<file path="src/rtl/alu_pkg.sv">
// Shared types for the ALU datapath and its requester arbiter.
package alu_pkg;

    typedef enum logic [1:0] {
        ALU_ADD = 2'b00,
        ALU_SUB = 2'b01,
        ALU_AND = 2'b10,
        ALU_OR  = 2'b11
    } alu_f_t;

    localparam int FLAG_Z = 0;
    localparam int FLAG_V = 1;
    localparam int FLAG_N = 2;
    localparam int FLAG_C = 3;

    typedef enum logic [1:0] {
        ST_IDLE = 2'b00,
        ST_EXEC = 2'b01,
        ST_RESP = 2'b10
    } arb_state_t;

endpackage

</file>
<file path="src/rtl/alu32.sv">
// 32-bit ALU: ADD/SUB/AND/OR with {C,N,V,Z} flags; purely combinational.
module alu32
    import alu_pkg::*;
(
    input  logic [31:0] a_i,
    input  logic [31:0] b_i,
    input  logic [1:0]  f_i,
    output logic [31:0] y_o,
    output logic [3:0]  flags_o
);

    logic [32:0] sum;
    logic [31:0] y;
    logic        c;
    logic        v;

    // SUB carry is the inverted borrow (A + ~B + 1), so A>=B gives C=1.
    always_comb begin
        sum = '0;
        y   = '0;
        c   = 1'b0;
        v   = 1'b0;
        case (alu_f_t'(f_i))
            ALU_ADD: begin
                sum = {1'b0, a_i} + {1'b0, b_i};
                y   = sum[31:0];
                c   = sum[32];
                v   = (a_i[31] == b_i[31]) && (y[31] != a_i[31]);
            end
            ALU_SUB: begin
                sum = {1'b0, a_i} + {1'b0, ~b_i} + 33'd1;
                y   = sum[31:0];
                c   = sum[32];
                v   = (a_i[31] != b_i[31]) && (y[31] != a_i[31]);
            end
            ALU_AND: y = a_i & b_i;
            ALU_OR:  y = a_i | b_i;
            default: y = '0;
        endcase
    end

    always_comb begin
        flags_o         = '0;
        flags_o[FLAG_C] = c;
        flags_o[FLAG_N] = y[31];
        flags_o[FLAG_V] = v;
        flags_o[FLAG_Z] = (y == 32'd0);
        y_o             = y;
    end

endmodule

</file>
<file path="src/rtl/rr_arbiter.sv">
// Round-robin grant: searches from last+1 upward, wrapping modulo NREQ.
module rr_arbiter #(
    parameter int NREQ = 2,
    parameter int IDW  = $clog2(NREQ)
) (
    input  logic [NREQ-1:0] req_i,
    input  logic [IDW-1:0]  last_i,
    output logic [NREQ-1:0] gnt_o,
    output logic [IDW-1:0]  gnt_id_o
);

    logic [IDW-1:0] idx;
    logic           found;

    always_comb begin
        gnt_o    = '0;
        gnt_id_o = '0;
        found    = 1'b0;
        idx      = '0;
        for (int k = 1; k <= NREQ; k++) begin
            idx = IDW'((int'(last_i) + k) % NREQ);
            if (!found && req_i[idx]) begin
                found      = 1'b1;
                gnt_o[idx] = 1'b1;
                gnt_id_o   = idx;
            end
        end
    end

endmodule

</file>
<file path="src/rtl/alu_arbiter.sv">
// Shares one alu32 between NREQ requesters with round-robin grant and a tagged response.
// Optional ALU_ARB_STICKY_OVF_EN adds per-requester sticky overflow bits with a sync clear.
module alu_arbiter
    import alu_pkg::*;
#(
    parameter int NREQ = 2,
    parameter int IDW  = $clog2(NREQ)
) (
    input  logic                 clk,
    input  logic                 rst_n,
    input  logic [NREQ-1:0]      req_valid,
    output logic [NREQ-1:0]      req_ready,
    input  logic [NREQ*32-1:0]   req_a,
    input  logic [NREQ*32-1:0]   req_b,
    input  logic [NREQ*2-1:0]    req_f,
    output logic                 rsp_valid,
    input  logic                 rsp_ready,
    output logic [IDW-1:0]       rsp_id,
    output logic [31:0]          rsp_y,
    output logic [3:0]           rsp_flags
`ifdef ALU_ARB_STICKY_OVF_EN
    ,
    input  logic                 clr_sticky,
    output logic [NREQ-1:0]      sticky_ovf
`endif
);

    arb_state_t     state_q, state_d;
    logic [IDW-1:0] last_q, last_d;
    logic [IDW-1:0] id_q, id_d;
    logic [31:0]    a_q, a_d, b_q, b_d, y_q, y_d;
    logic [1:0]     f_q, f_d;
    logic [3:0]     flags_q, flags_d;

    logic [31:0]     a_arr [NREQ];
    logic [31:0]     b_arr [NREQ];
    logic [1:0]      f_arr [NREQ];
    logic [NREQ-1:0] gnt;
    logic [IDW-1:0]  gnt_id;
    logic [31:0]     alu_y;
    logic [3:0]      alu_flags;

    for (genvar i = 0; i < NREQ; i++) begin : g_unpack
        assign a_arr[i] = req_a[32*i +: 32];
        assign b_arr[i] = req_b[32*i +: 32];
        assign f_arr[i] = req_f[2*i +: 2];
    end

    rr_arbiter #(.NREQ(NREQ), .IDW(IDW)) u_rr (
        .req_i    (req_valid),
        .last_i   (last_q),
        .gnt_o    (gnt),
        .gnt_id_o (gnt_id)
    );

    alu32 u_alu (
        .a_i     (a_q),
        .b_i     (b_q),
        .f_i     (f_q),
        .y_o     (alu_y),
        .flags_o (alu_flags)
    );

    always_comb begin
        state_d   = state_q;
        last_d    = last_q;
        id_d      = id_q;
        a_d       = a_q;
        b_d       = b_q;
        f_d       = f_q;
        y_d       = y_q;
        flags_d   = flags_q;
        req_ready = '0;
        case (state_q)
            ST_IDLE: begin
                req_ready = gnt;
                if (|(req_valid & gnt)) begin
                    a_d     = a_arr[gnt_id];
                    b_d     = b_arr[gnt_id];
                    f_d     = f_arr[gnt_id];
                    id_d    = gnt_id;
                    last_d  = gnt_id;
                    state_d = ST_EXEC;
                end
            end
            ST_EXEC: begin
                y_d     = alu_y;
                flags_d = alu_flags;
                state_d = ST_RESP;
            end
            ST_RESP: begin
                if (rsp_ready) state_d = ST_IDLE;
            end
            default: state_d = ST_IDLE;
        endcase
    end

    always_ff @(posedge clk or negedge rst_n) begin
        if (!rst_n) begin
            state_q <= ST_IDLE;
            last_q  <= IDW'(NREQ - 1);
            id_q    <= '0;
            a_q     <= '0;
            b_q     <= '0;
            f_q     <= '0;
            y_q     <= '0;
            flags_q <= '0;
        end else begin
            state_q <= state_d;
            last_q  <= last_d;
            id_q    <= id_d;
            a_q     <= a_d;
            b_q     <= b_d;
            f_q     <= f_d;
            y_q     <= y_d;
            flags_q <= flags_d;
        end
    end

    assign rsp_valid = (state_q == ST_RESP);
    assign rsp_id    = id_q;
    assign rsp_y     = y_q;
    assign rsp_flags = flags_q;

`ifdef ALU_ARB_STICKY_OVF_EN
    logic [NREQ-1:0] sticky_q, sticky_d;

    // Clear is applied last so it overrides a same-cycle set.
    always_comb begin
        sticky_d = sticky_q;
        if (rsp_valid && rsp_ready && flags_q[FLAG_V]) sticky_d[id_q] = 1'b1;
        if (clr_sticky) sticky_d = '0;
    end

    always_ff @(posedge clk or negedge rst_n) begin
        if (!rst_n) sticky_q <= '0;
        else        sticky_q <= sticky_d;
    end

    assign sticky_ovf = sticky_q;
`endif

endmodule

</file>
<file path="config.mk">
export PLATFORM = sky130hd
export DESIGN_NAME = alu_arbiter
export DESIGN_NICKNAME = d
export VERILOG_FILES = /design/src/rtl/alu_pkg.sv /design/src/rtl/alu32.sv /design/src/rtl/rr_arbiter.sv /design/src/rtl/alu_arbiter.sv
export SDC_FILE = /design/constraint.sdc
export NUM_CORES = 1
export LEC_CHECK = 0
export ABC_AREA = 0
export BUFFER_PORTS_ARGS = -buffer_cell sky130_fd_sc_hd__buf_4
export CAP_MARGIN = 20
export CORE_AREA = 2 2 115 201
export CTS_CLUSTER_DIAMETER = 150
export CTS_CLUSTER_SIZE = 24
export DETAILED_ROUTE_END_ITERATION = 10
export DIE_AREA = 0 0 117 203
export PLACE_DENSITY = 0.65
export REMOVE_ABC_BUFFERS = 1
export SLEW_MARGIN = 20
export SYNTH_ARGS = -nofsm -noshare
export SYNTH_HDL_FRONTEND = slang
export SYNTH_SLANG_ARGS = --single-unit
export TNS_END_PERCENT = 100
</file>
<file path="constraint.sdc">
create_clock -name clk -period 4.2 [get_ports clk]
set_clock_uncertainty 0.1 [all_clocks]
set_input_delay 1.05 -clock clk [delete_from_list [all_inputs] [get_ports clk]]
set_output_delay 1.05 -clock clk [all_outputs]
set_load 0.02 [all_outputs]
</file>
==> impl_metrics.yaml, run 1 <==
global_route:
  vias_in_the_first_global_route: 9309
  groute.usage.overall: 0.2689
  grt_residual_overflow: 0
  grt_max_degree: 134
  global_route_wire_length_before_repair_um: 49040
  number_of_antenna_violations_at_the_first_check_in_global_routing: 0
sta:
  final-max-slew-violation-count: 0
  grt_setup_unrepaired: "false"
  relSlewSlack: 0.4876
  min_period_over_period: 0.9406
  highest_achievable_clock_rate_mhz: 253.1
  total_count_of_hold_check_failures_in_the_final_report: 0
  finalCriticalPeriod_ns: 3.950
  setup_violations: 0
  setup_ws_ns: 0.2496
  worst-slew-pin-transition_ns: 0.7678
worst_setup_path:
  critPathCapture: "rsp_flags[0]$_DFFE_PN0N_"
  crit_fanout: 7
  reg2reg_depth: 13
  worst_setup_path_end_kind: "flop"
  worst_setup_path_startpoint: "a_q[1]$_DFFE_PN0P_"
  worst-r2r-setup-slack_ns: 0.25
  crit_slowest_cell: "a2111oi_4"
  slowest_delay_ns: 0.56
  required_ns: 4.41
  cp-start-kind: "flop"
  launch_point_of_the_worst_reg_to_reg_path: "a_q[1]$_DFFE_PN0P_"
  worst_path_cell_trace: "inv_1, ha_1, o21ba_2, or4_4, a2111oi_4, o21ai_2, a311oi_1, o21ai_0, a32o_2, o311ai_4, o211ai_1, nor4_1, a41o_1"
  worst_ep_arrival_time_ns: 4.16
  rr_endpoint: "rsp_flags[0]$_DFFE_PN0N_"
  criticalPathCategory: "flop to flop"
hold_path:
  min-delay-path-class: "flop to flop"
  hold-path-cell-count: 2
cts:
  cts_buffers: 9
  cts-htree-levels: 3
  ctsRootBufferMaster: "clkbuf_16"
  tritoncts: "built"
  max-clock-path-buffers: 2
  clock-sinks: 105
  clk_pin_slew_worst_paths_ns: 0.08
  post_cts_buffers: 0
  insertion_delay_ns: 0.38
synth:
  synth.largest_area_cell: "dfrtp_1"
  yosys_most_used_dff: "dfrtp_1"
  synth_xor_area_frac: 0.01514
  leading_cell_type_by_number_of_instances_after_synthesis: "nand2_1"
  combinational_family_with_the_most_area_after_synthesis: "compound AO/OA/AOI/OAI gates"
  synth_top_area_frac: 0.2646
  synth-edff-count: 0
  netlist_top_cells_count: "156 x nand2_1, 150 x o21ai_0, 104 x dfrtp_1"
  share_of_async_settable_or_async_resettable_flops_after_synthesis: 1.000
  synthesis.area_mm2: 0.009837
  synth_cell_type_count: 85
  synth_register_bits: 105
  yosysWarningCount: 0
  synth_fa_ha_area_frac: 0.1262
  post_synth_mux_area_share: 0.09272
  synth_compound_area_frac: 0.2427
  top_cells_by_area_in_the_synthesized_netlist: "dfrtp_1 26%, ha_1 12%, mux2i_1 8.2%, o21ai_0 7.6%, nand2_1 6.0%"
  syn-instance-count: 1215
  synth_simple_gate_area_share: 0.1675
  ys_seq_area_frac: 0.2672
  synth_area_per_cell_um2: 8.096
floorplan:
  floorplan.core_area_mm2: 0.02207
  floorplan.io_pins: 177
  starting_density: 0.4457
  die_w_um: 117
  die_h_um: 203
  die-area_mm2: 0.02375
  num_rows: 72
outcome:
  outcome: "complete, no violations"
flow_run:
  maxCapViolCount: 0
cells_and_area:
  flow.area_growth_from_synthesis_pct: 19.70
  layout-drive-gt1-share: 0.2017
  layout.core_utilization: 0.5335
  antenna_cells_inserted: 0
  layout.filler_cells: 2186
  design_area_mm2: 0.01178
  layout_nets: 1608
drt:
  detailroute.via_count: 9533
  via_per_inst: 5.695
  drt_pre_antenna_iters: 6
  initialDrtViolationCount: 667
  drcViolationCount: 0
  detail_route.wirelength_um: 31620
  wirelength_per_cell_um: 18.89
  antenna_violating_nets_post_route: 0
place:
  placer_s_final_routability_congestion_estimate: 0.9966
  hpwl_reported_at_the_end_of_detailed_placement_um: 25130
  portBuffers: 176
  postPlaceCellArea_mm2: 0.01143
  dp_worst_setup_slack_ns: 0.1385
## cell type report
type                            count  area (µm²)  area share
Sequential cell                   105        2633      0.2236
Tap cell                          296       370.4     0.03145
Clock inverter                      6       95.09    0.008076
Multi-Input combinational cell    934        6367      0.5408
Inverter                          101       379.1     0.03220
Timing Repair Buffer              222        1692      0.1437
Clock buffer                       10       239.0     0.02030
## worst max-delay path, delay by kind of cell, from the launching register on
| family | cells | cell delay, ns |
|---|---|---|
| simple gates | 2 | 0.72 |
| flops | 1 | 0.42 |
| buf+inv | 1 | 0.09 |
| compound gates | 9 | 2.22 |
| fa+ha+maj | 1 | 0.32 |
## cell families (layout without fill, tap and decap cells)
family	after synthesis	after routing
AOI/OAI and AO/OA	373	373
muxes	90	90
and+or+nand+nor	356	356
buffers and inverters	176	339
adders and majority gates	98	98
xor gates and xnor gates	17	17
DFF	105	105
## flip-flops by register name, summed over array words and instances (netlist names)
name       cells
rsp_id         1
state_q        2
last_q         1
b_q           32
rsp_y         31
f_q            2
a_q           32
rsp_flags      4
## layer usage
layer  global-route usage  wire, µm  vias to the layer above
li1                     -         -                     4641
met1               0.2779     11190                     4493
met2               0.5019     17230                      302
met3              0.03164      1188                       97
met4               0.1597      2018                        0
met5                    0         0                        -
## worst min-delay path by stage
stage / slack [ns] / endpoint / start
6_report: 0.38 / rsp_y[18]$_DFFE_PN0N_ / rsp_y[18]$_DFFE_PN0N_
5_1_grt: 0.42 / rsp_y[25]$_DFFE_PN0N_ / rsp_y[25]$_DFFE_PN0N_
4_1_cts: 0.39 / rsp_y[18]$_DFFE_PN0N_ / rsp_y[18]$_DFFE_PN0N_
3_5_place_dp: 0.37 / rsp_y[18]$_DFFE_PN0N_ / rsp_y[18]$_DFFE_PN0N_
3_3_place_gp: 0.36 / rsp_y[18]$_DFFE_PN0N_ / rsp_y[18]$_DFFE_PN0N_
2_1_floorplan: 0.38 / b_q[10]$_DFFE_PN0P_ / b_q[10]$_DFFE_PN0P_
## layout by cell type (no fill, tap or decap), types with 21 or more instances in the layout
| cell type | netlist | layout |
|---|---|---|
| nand2_1 | 156 | 156 |
| nor2_1 | 69 | 68 |
| o21ai_0 | 150 | 150 |
| buf_4 | 3 | 220 |
| mux2i_1 | 81 | 81 |
| a21oi_1 | 71 | 71 |
| nor3_1 | 29 | 29 |
| a211oi_1 | 21 | 21 |
| inv_1 | 100 | 100 |
| ha_1 | 96 | 96 |
| dfrtp_1 | 104 | 101 |
## what timing repair did
item                       4_1_cts  5_1_grt
setup endpoints to repair        0        1
hold buffers                     0        0
resized for setup                0        4
## through the flow
stage / TNS (ns) / instances / hold WS (ns)
floorplan: -250.57 / 1140 / 0.3753
global placement: 0 / 1658 / 0.3631
detailed placement: 0 / 1658 / 0.3722
CTS: 0 / 1674 / 0.3882
global route: 0 / 1674 / 0.4181
finish: 0 / 1674 / 0.3788
Power of run 1 is not shown: default switching activity piles up to over one toggle a cycle in this logic, so the estimate is an artifact.
==> run 2: changes to the inputs <==
--- a/config.mk
+++ b/config.mk
@@ -8,12 +8,12 @@
 export ABC_AREA = 0
 export BUFFER_PORTS_ARGS = -buffer_cell sky130_fd_sc_hd__buf_4
 export CAP_MARGIN = 20
-export CORE_AREA = 2 2 115 201
+export CORE_AREA = 4 4 117 203
 export CTS_CLUSTER_DIAMETER = 150
 export CTS_CLUSTER_SIZE = 24
 export DETAILED_ROUTE_END_ITERATION = 10
-export DIE_AREA = 0 0 117 203
-export PLACE_DENSITY = 0.65
+export DIE_AREA = 0 0 121 207
+export PLACE_DENSITY = 0.66
 export REMOVE_ABC_BUFFERS = 1
 export SLEW_MARGIN = 20
 export SYNTH_ARGS = -nofsm -noshare
==> run 2 against run 1 <==
Against the previous run:
- via count is 0.25% lower
- die area is 5.5% higher
- critical path depth stayed put
- setup slack worse by 0.051 ns
- fmax is 1.3% lower
- sequential share of layout area hardly changed
- cell count is 0.24% higher
- sequential cell count stayed put
- utilization is 0.11 points lower
==> impl_metrics.yaml, run 2 (synthesized netlist as in run 1, its figures left out) <==
cts:
  post_cts_buffers: 0
  clk_pin_slew_worst_paths_ns: 0.08
  insertion_delay_ns: 0.37
  ctsHoldBuffers: 0
  clock-sinks: 105
  cts_buffers: 9
  cts-htree-levels: 3
  max-clock-path-buffers: 2
  tritoncts: "built"
  post_cts_resize_count: 0
  ctsRootBufferMaster: "clkbuf_16"
floorplan:
  die_w_um: 121
  starting_density: 0.4457
  floorplan.core_area_mm2: 0.02207
  die-area_mm2: 0.02505
  floorplan.io_pins: 177
  num_rows: 72
  die_h_um: 207
drt:
  detailroute.via_count: 9509
  antenna_violating_nets_post_route: 0
  detail_route.wirelength_um: 31670
  wirelength_per_cell_um: 18.87
  drt_pre_antenna_iters: 5
  via_per_inst: 5.667
  initialDrtViolationCount: 565
  drcViolationCount: 0
cells_and_area:
  layout_nets: 1612
  antenna_cells_inserted: 0
  mostFrequentLayoutCell: "buf_4"
  layout.filler_cells: 2204
  ff_latch_area_mm2: 0.002633
  flow.area_growth_from_synthesis_pct: 19.45
  multiInputGateArea_mm2: 0.006374
  layout.core_utilization: 0.5324
  layout-drive-gt1-share: 0.2033
  final_cell_mix: "224 x buf_4, 156 x nand2_1, 150 x o21ai_0"
worst_setup_path:
  crit_slowest_cell: "a2111oi_4"
  launch_point_of_the_worst_reg_to_reg_path: "a_q[1]$_DFFE_PN0P_"
  cp-start-kind: "flop"
  crit_fanout: 7
  slowest_delay_ns: 0.56
  rr_endpoint: "rsp_flags[0]$_DFFE_PN0N_"
  path_buf_inv: 1
  reg2reg_depth: 13
  path_delay_family: "compound AO/OA/AOI/OAI gates"
  worst_path_cell_trace: "inv_1, ha_1, o21ba_2, or4_4, a2111oi_4, o21ai_2, a311oi_1, o21ai_0, a32o_2, o311ai_4, o211ai_1, nor4_1, a41o_1"
  worst_ep_arrival_time_ns: 4.22
  criticalPathCategory: "flop to flop"
  required_ns: 4.42
  worst-r2r-setup-slack_ns: 0.20
  worst_setup_path_end_kind: "flop"
place:
  dp_worst_setup_slack_ns: 0.08589
  portBuffers: 176
  placer_s_final_routability_congestion_estimate: 1.018
  hpwl_reported_at_the_end_of_detailed_placement_um: 25610
hold_path:
  min_from: "rsp_y[20]$_DFFE_PN0N_"
  whs_endpoint: "rsp_y[20]$_DFFE_PN0N_"
  hold-path-cell-count: 2
  min-delay-path-class: "flop to flop"
sta:
  min_period_over_period: 0.9527
  relSlewSlack: 0.5239
  finalCriticalPeriod_ns: 4.002
  setup_ws_ns: 0.1985
  highest_achievable_clock_rate_mhz: 249.9
  worst-slew-pin-transition_ns: 0.7130
  total_count_of_hold_check_failures_in_the_final_report: 0
  setup_violations: 0
  grt_setup_unrepaired: "false"
  final-max-slew-violation-count: 0
outcome:
  outcome: "complete, no violations"
global_route:
  grt_residual_overflow: 0
  vias_in_the_first_global_route: 9725
  global_route_wire_length_before_repair_um: 50540
  groute.usage.overall: 0.2525
  number_of_antenna_violations_at_the_first_check_in_global_routing: 0
  grt_max_degree: 134
flow_run:
  maxCapViolCount: 0
[run 2: changes by cell type in the layout (fill, tap and decap cells not counted)]
cell,change
inv_6,-2
clkbuf_8,-1
o32ai_2,+1
o32ai_1,-1
clkinvlp_4,+3
a2111oi_1,-1
a2111oi_0,+1
buf_4,+4
clkbuf_1,+2
bufinv_16,-2
[run 2: worst max-delay path by stage]
stage,start,end,slack (ns),cells past startpoint
after floorplan,req_valid[1],a_q[0]$_DFFE_PN0P_,-3.67,5
after global placement,a_q[1]$_DFFE_PN0P_,rsp_flags[0]$_DFFE_PN0N_,0.26,13
after detailed placement,a_q[1]$_DFFE_PN0P_,rsp_flags[0]$_DFFE_PN0N_,0.09,13
after CTS,a_q[1]$_DFFE_PN0P_,rsp_flags[0]$_DFFE_PN0N_,0.08,13
after global routing,a_q[1]$_DFFE_PN0P_,rsp_flags[0]$_DFFE_PN0N_,0.008,13
final,a_q[1]$_DFFE_PN0P_,rsp_flags[0]$_DFFE_PN0N_,0.20,13
[run 2: per-stage QoR]
stage	hold WS (ns)	area (µm²)	setup TNS (ns)	std cells
after global routing	0.4136	11750	0	1678
final	0.3798	11750	0	1678
after floorplan	0.3753	9345	-250.57	1140
after global placement	0.3646	11460	0	1662
after CTS	0.3866	11730	0	1678
after detailed placement	0.3712	11460	0	1662
[run 2: routing by layer]
layer	global-route usage	vias to the layer above	share of wire
met5	0	-	0
li1	-	4636	-
met3	0.02784	94	0.040
met4	0.1475	0	0.062
met2	0.4841	276	0.55
met1	0.2546	4503	0.34
[run 2: worst min-delay path: stages (launching register included)]
cell and delay, ns:
dfrtp_1 0.34, nand2_1 0.05, o21ai_0 0.06
[run 2: final cells by class]
type | instances | share of cell area
multi-input combinational | 934 | 0.5424
timing repair buffer | 226 | 0.1465
sequential | 105 | 0.2240
clock buffer | 11 | 0.01981
inverter | 101 | 0.03227
clock inverter | 5 | 0.003408
tap | 296 | 0.03152
Power of run 2 is left out for the same reason.
==> run 3: changes to the inputs <==
--- a/config.mk
+++ b/config.mk
@@ -5,18 +5,17 @@
 export SDC_FILE = /design/constraint.sdc
 export NUM_CORES = 1
 export LEC_CHECK = 0
-export ABC_AREA = 0
+export ABC_AREA = 1
 export BUFFER_PORTS_ARGS = -buffer_cell sky130_fd_sc_hd__buf_4
 export CAP_MARGIN = 20
-export CORE_AREA = 4 4 117 203
+export CORE_AREA = 4 4 123 214
 export CTS_CLUSTER_DIAMETER = 150
 export CTS_CLUSTER_SIZE = 24
 export DETAILED_ROUTE_END_ITERATION = 10
-export DIE_AREA = 0 0 121 207
-export PLACE_DENSITY = 0.66
+export DIE_AREA = 0 0 127 218
+export PLACE_DENSITY = 0.65
 export REMOVE_ABC_BUFFERS = 1
 export SLEW_MARGIN = 20
 export SYNTH_ARGS = -nofsm -noshare
 export SYNTH_HDL_FRONTEND = slang
 export SYNTH_SLANG_ARGS = --single-unit
-export TNS_END_PERCENT = 100
==> run 3 against run 2 <==
Against the previous run:
- utilization fell by 1.5 points
- count of clock-buffer cells in the layout decreased by 2
- wire length up 25%
- cell count up 30%
- via count up 18%
- sequential cell count is the same
- synthesized area rose by 11%
- die area is 11% higher
- critical path depth is 5 higher
- non-clock buffer count decreased by 39
==> impl_metrics.yaml, run 3 <==
worst_setup_path:
  worst_setup_path_end_kind: "flop"
  cp-start-kind: "flop"
  required_ns: 4.44
  crit_fanout: 8
  worst_ep_arrival_time_ns: 3.29
  criticalPathCategory: "flop to flop"
synth:
  syn-instance-count: 1727
  ys_seq_area_frac: 0.2408
  netlist_top_cells_count: "548 x nand2_1, 277 x inv_1, 136 x nand3_1"
  synth_cell_type_count: 40
  synth_simple_gate_area_share: 0.3388
  synth_top_area_frac: 0.2384
  top_cells_by_area_in_the_synthesized_netlist: "dfrtp_1 24%, nand2_1 19%, ha_1 11%, inv_1 9.5%, nand3_1 6.2%"
  yosys_most_used_dff: "dfrtp_1"
  leading_cell_type_by_number_of_instances_after_synthesis: "nand2_1"
  synth.largest_area_cell: "dfrtp_1"
  synth_xor_area_frac: 0.0008024
  synth_compound_area_frac: 0.1099
  post_synth_mux_area_share: 0.06052
  synth_fa_ha_area_frac: 0.1137
  share_of_async_settable_or_async_resettable_flops_after_synthesis: 1.000
  yosysWarningCount: 0
  combinational_family_with_the_most_area_after_synthesis: "simple AND/OR/NAND/NOR gates"
  synthesis.area_mm2: 0.01092
  synth-edff-count: 0
  synth_register_bits: 105
  synth_area_per_cell_um2: 6.320
place:
  hpwl_reported_at_the_end_of_detailed_placement_um: 32820
  dp_cells: 2158
  portBuffers: 176
  placer_s_final_routability_congestion_estimate: 1.043
sta:
  final-max-slew-violation-count: 0
  finalCriticalPeriod_ns: 3.047
  min_period_over_period: 0.7254
  worst-slew-pin-transition_ns: 0.8994
  setup_violations: 0
  highest_achievable_clock_rate_mhz: 328.2
  grt_setup_unrepaired: "false"
  total_count_of_hold_check_failures_in_the_final_report: 0
  relSlewSlack: 0.3968
floorplan:
  floorplan.core_area_mm2: 0.02453
  die_w_um: 127
  floorplan.io_pins: 177
  die-area_mm2: 0.02769
  die_h_um: 218
  starting_density: 0.4449
  num_rows: 76
cells_and_area:
  layout-drive-gt1-share: 0.1493
  layout.filler_cells: 2600
  layout.cells.non_filler: 2174
  ff_latch_area_mm2: 0.002629
  mostFrequentLayoutCell: "nand2_1"
  multiInputGateArea_mm2: 0.006824
  antenna_cells_inserted: 0
  final_cell_mix: "547 x nand2_1, 277 x inv_1, 185 x buf_4"
  layout_nets: 2092
  layout.core_utilization: 0.5172
  flow.area_growth_from_synthesis_pct: 16.24
hold_path:
  min-delay-path-class: "flop to flop"
drt:
  drcViolationCount: 0
  via_per_inst: 5.171
  drt_pre_antenna_iters: 5
  initialDrtViolationCount: 670
  wirelength_per_cell_um: 18.25
  antenna_violating_nets_post_route: 0
  detail_route.wirelength_um: 39670
  detailroute.via_count: 11240
cts:
  insertion_delay_ns: 0.40
  max-clock-path-buffers: 2
  tritoncts: "built"
  clock-sinks: 105
  post_cts_resize_count: 0
  ctsRootBufferMaster: "clkbuf_16"
  ctsHoldBuffers: 0
  cts-htree-levels: 3
  cts_buffers: 9
  post_cts_buffers: 0
  clk_pin_slew_worst_paths_ns: 0.09
outcome:
  outcome: "complete, no violations"
global_route:
  grt_max_degree: 135
  gr-usage-met1: 0.2789
  global_route_wire_length_before_repair_um: 60380
  vias_in_the_first_global_route: 11040
  groute.usage.overall: 0.2863
  use_met2: 0.5541
  grt_residual_overflow: 0
  number_of_antenna_violations_at_the_first_check_in_global_routing: 0
  global_route.usage.met3: 0.03897
  grt_most_used_layer: "met2"
flow_run:
  maxCapViolCount: 0
==> run 3: cell count changes in the layout (fill, tap and decap cells not counted), moves of 16 or more <==
cell,change
o21ai_0,-34
a21oi_1,-21
nand2_1,+391
nand2_2,+21
nand3_1,+124
inv_1,+177
buf_4,-39
nor2_1,+45
o211ai_1,-18
nor3_1,-20
inv_2,+16
==> run 3: worst paths after layout <==
| path | to | cells past startpoint | slack (ns) | startpoint |
|---|---|---|---|---|
| max | rsp_flags[0]$_DFFE_PN0N_ | 18 | 1.15 | a_q[14]$_DFFE_PN0P_ |
| min | rsp_y[30]$_DFFE_PN0N_ | 2 | 0.39 | rsp_y[30]$_DFFE_PN0N_ |
| max reg2reg | rsp_flags[0]$_DFFE_PN0N_ | 18 | 1.15 | a_q[14]$_DFFE_PN0P_ |
| min reg2reg | rsp_y[30]$_DFFE_PN0N_ | 2 | 0.39 | rsp_y[30]$_DFFE_PN0N_ |
| max in group asynchronous | b_q[25]$_DFFE_PN0P_ | 2 | 2.70 | rst_n |
| min in group asynchronous | state_q[0]$_DFFE_PN0P_ | 1 | 0.55 | rst_n |
==> run 3: logic make-up after synthesis <==
family	after synthesis
xor+xnor	1
simple gates	878
mux	66
compound gates	218
buf+inv	361
fa+ha+maj	98
flops	105
==> run 3: per-stage QoR <==
step	setup slack, ns	hold slack (ns)	cell area, µm²	setup TNS, ns
floorplan	-3.900	0.3782	10540	-265.12
global placement	1.168	0.3642	12370	0
detailed placement	1.163	0.3707	12370	0
CTS	1.135	0.3936	12690	0
global route	0.8964	0.4163	12690	0
finish	1.153	0.3922	12690	0
==> run 3: layout make-up <==
cell class	count	area share
Inverter	293	0.08668
Clock inverter	7	0.007199
Clock buffer	9	0.01775
Sequential cell	105	0.2072
Multi-Input combinational cell	1261	0.5378
Tap cell	312	0.03077
Timing Repair Buffer	187	0.1126
==> run 3: worst max-delay path, stage by stage (launching register included) <==
cell     delay [ns]
dfrtp_1        0.40
inv_1          0.06
ha_1           0.48
inv_1          0.19
nand2_1        0.10
nand2_1        0.06
nand2_1        0.06
nand2_1        0.09
nand2_1        0.08
nand2_1        0.07
a21oi_1        0.43
nand3_1        0.19
nand3_1        0.12
nand3_1        0.12
nor2_1         0.11
nand2_1        0.06
nor2_1         0.14
nand3_1        0.10
nand2_1        0.06
==> run 3: metal layers <==
layer  wire [µm]  share of wire  vias to the layer above
li1            -              -                     5667
met1       13440           0.34                     5203
met2       22160           0.56                      277
met3        1311          0.033                       94
met4        2759          0.070                        0
met5           0              0                        -
Power of run 3 is left out for the same reason.
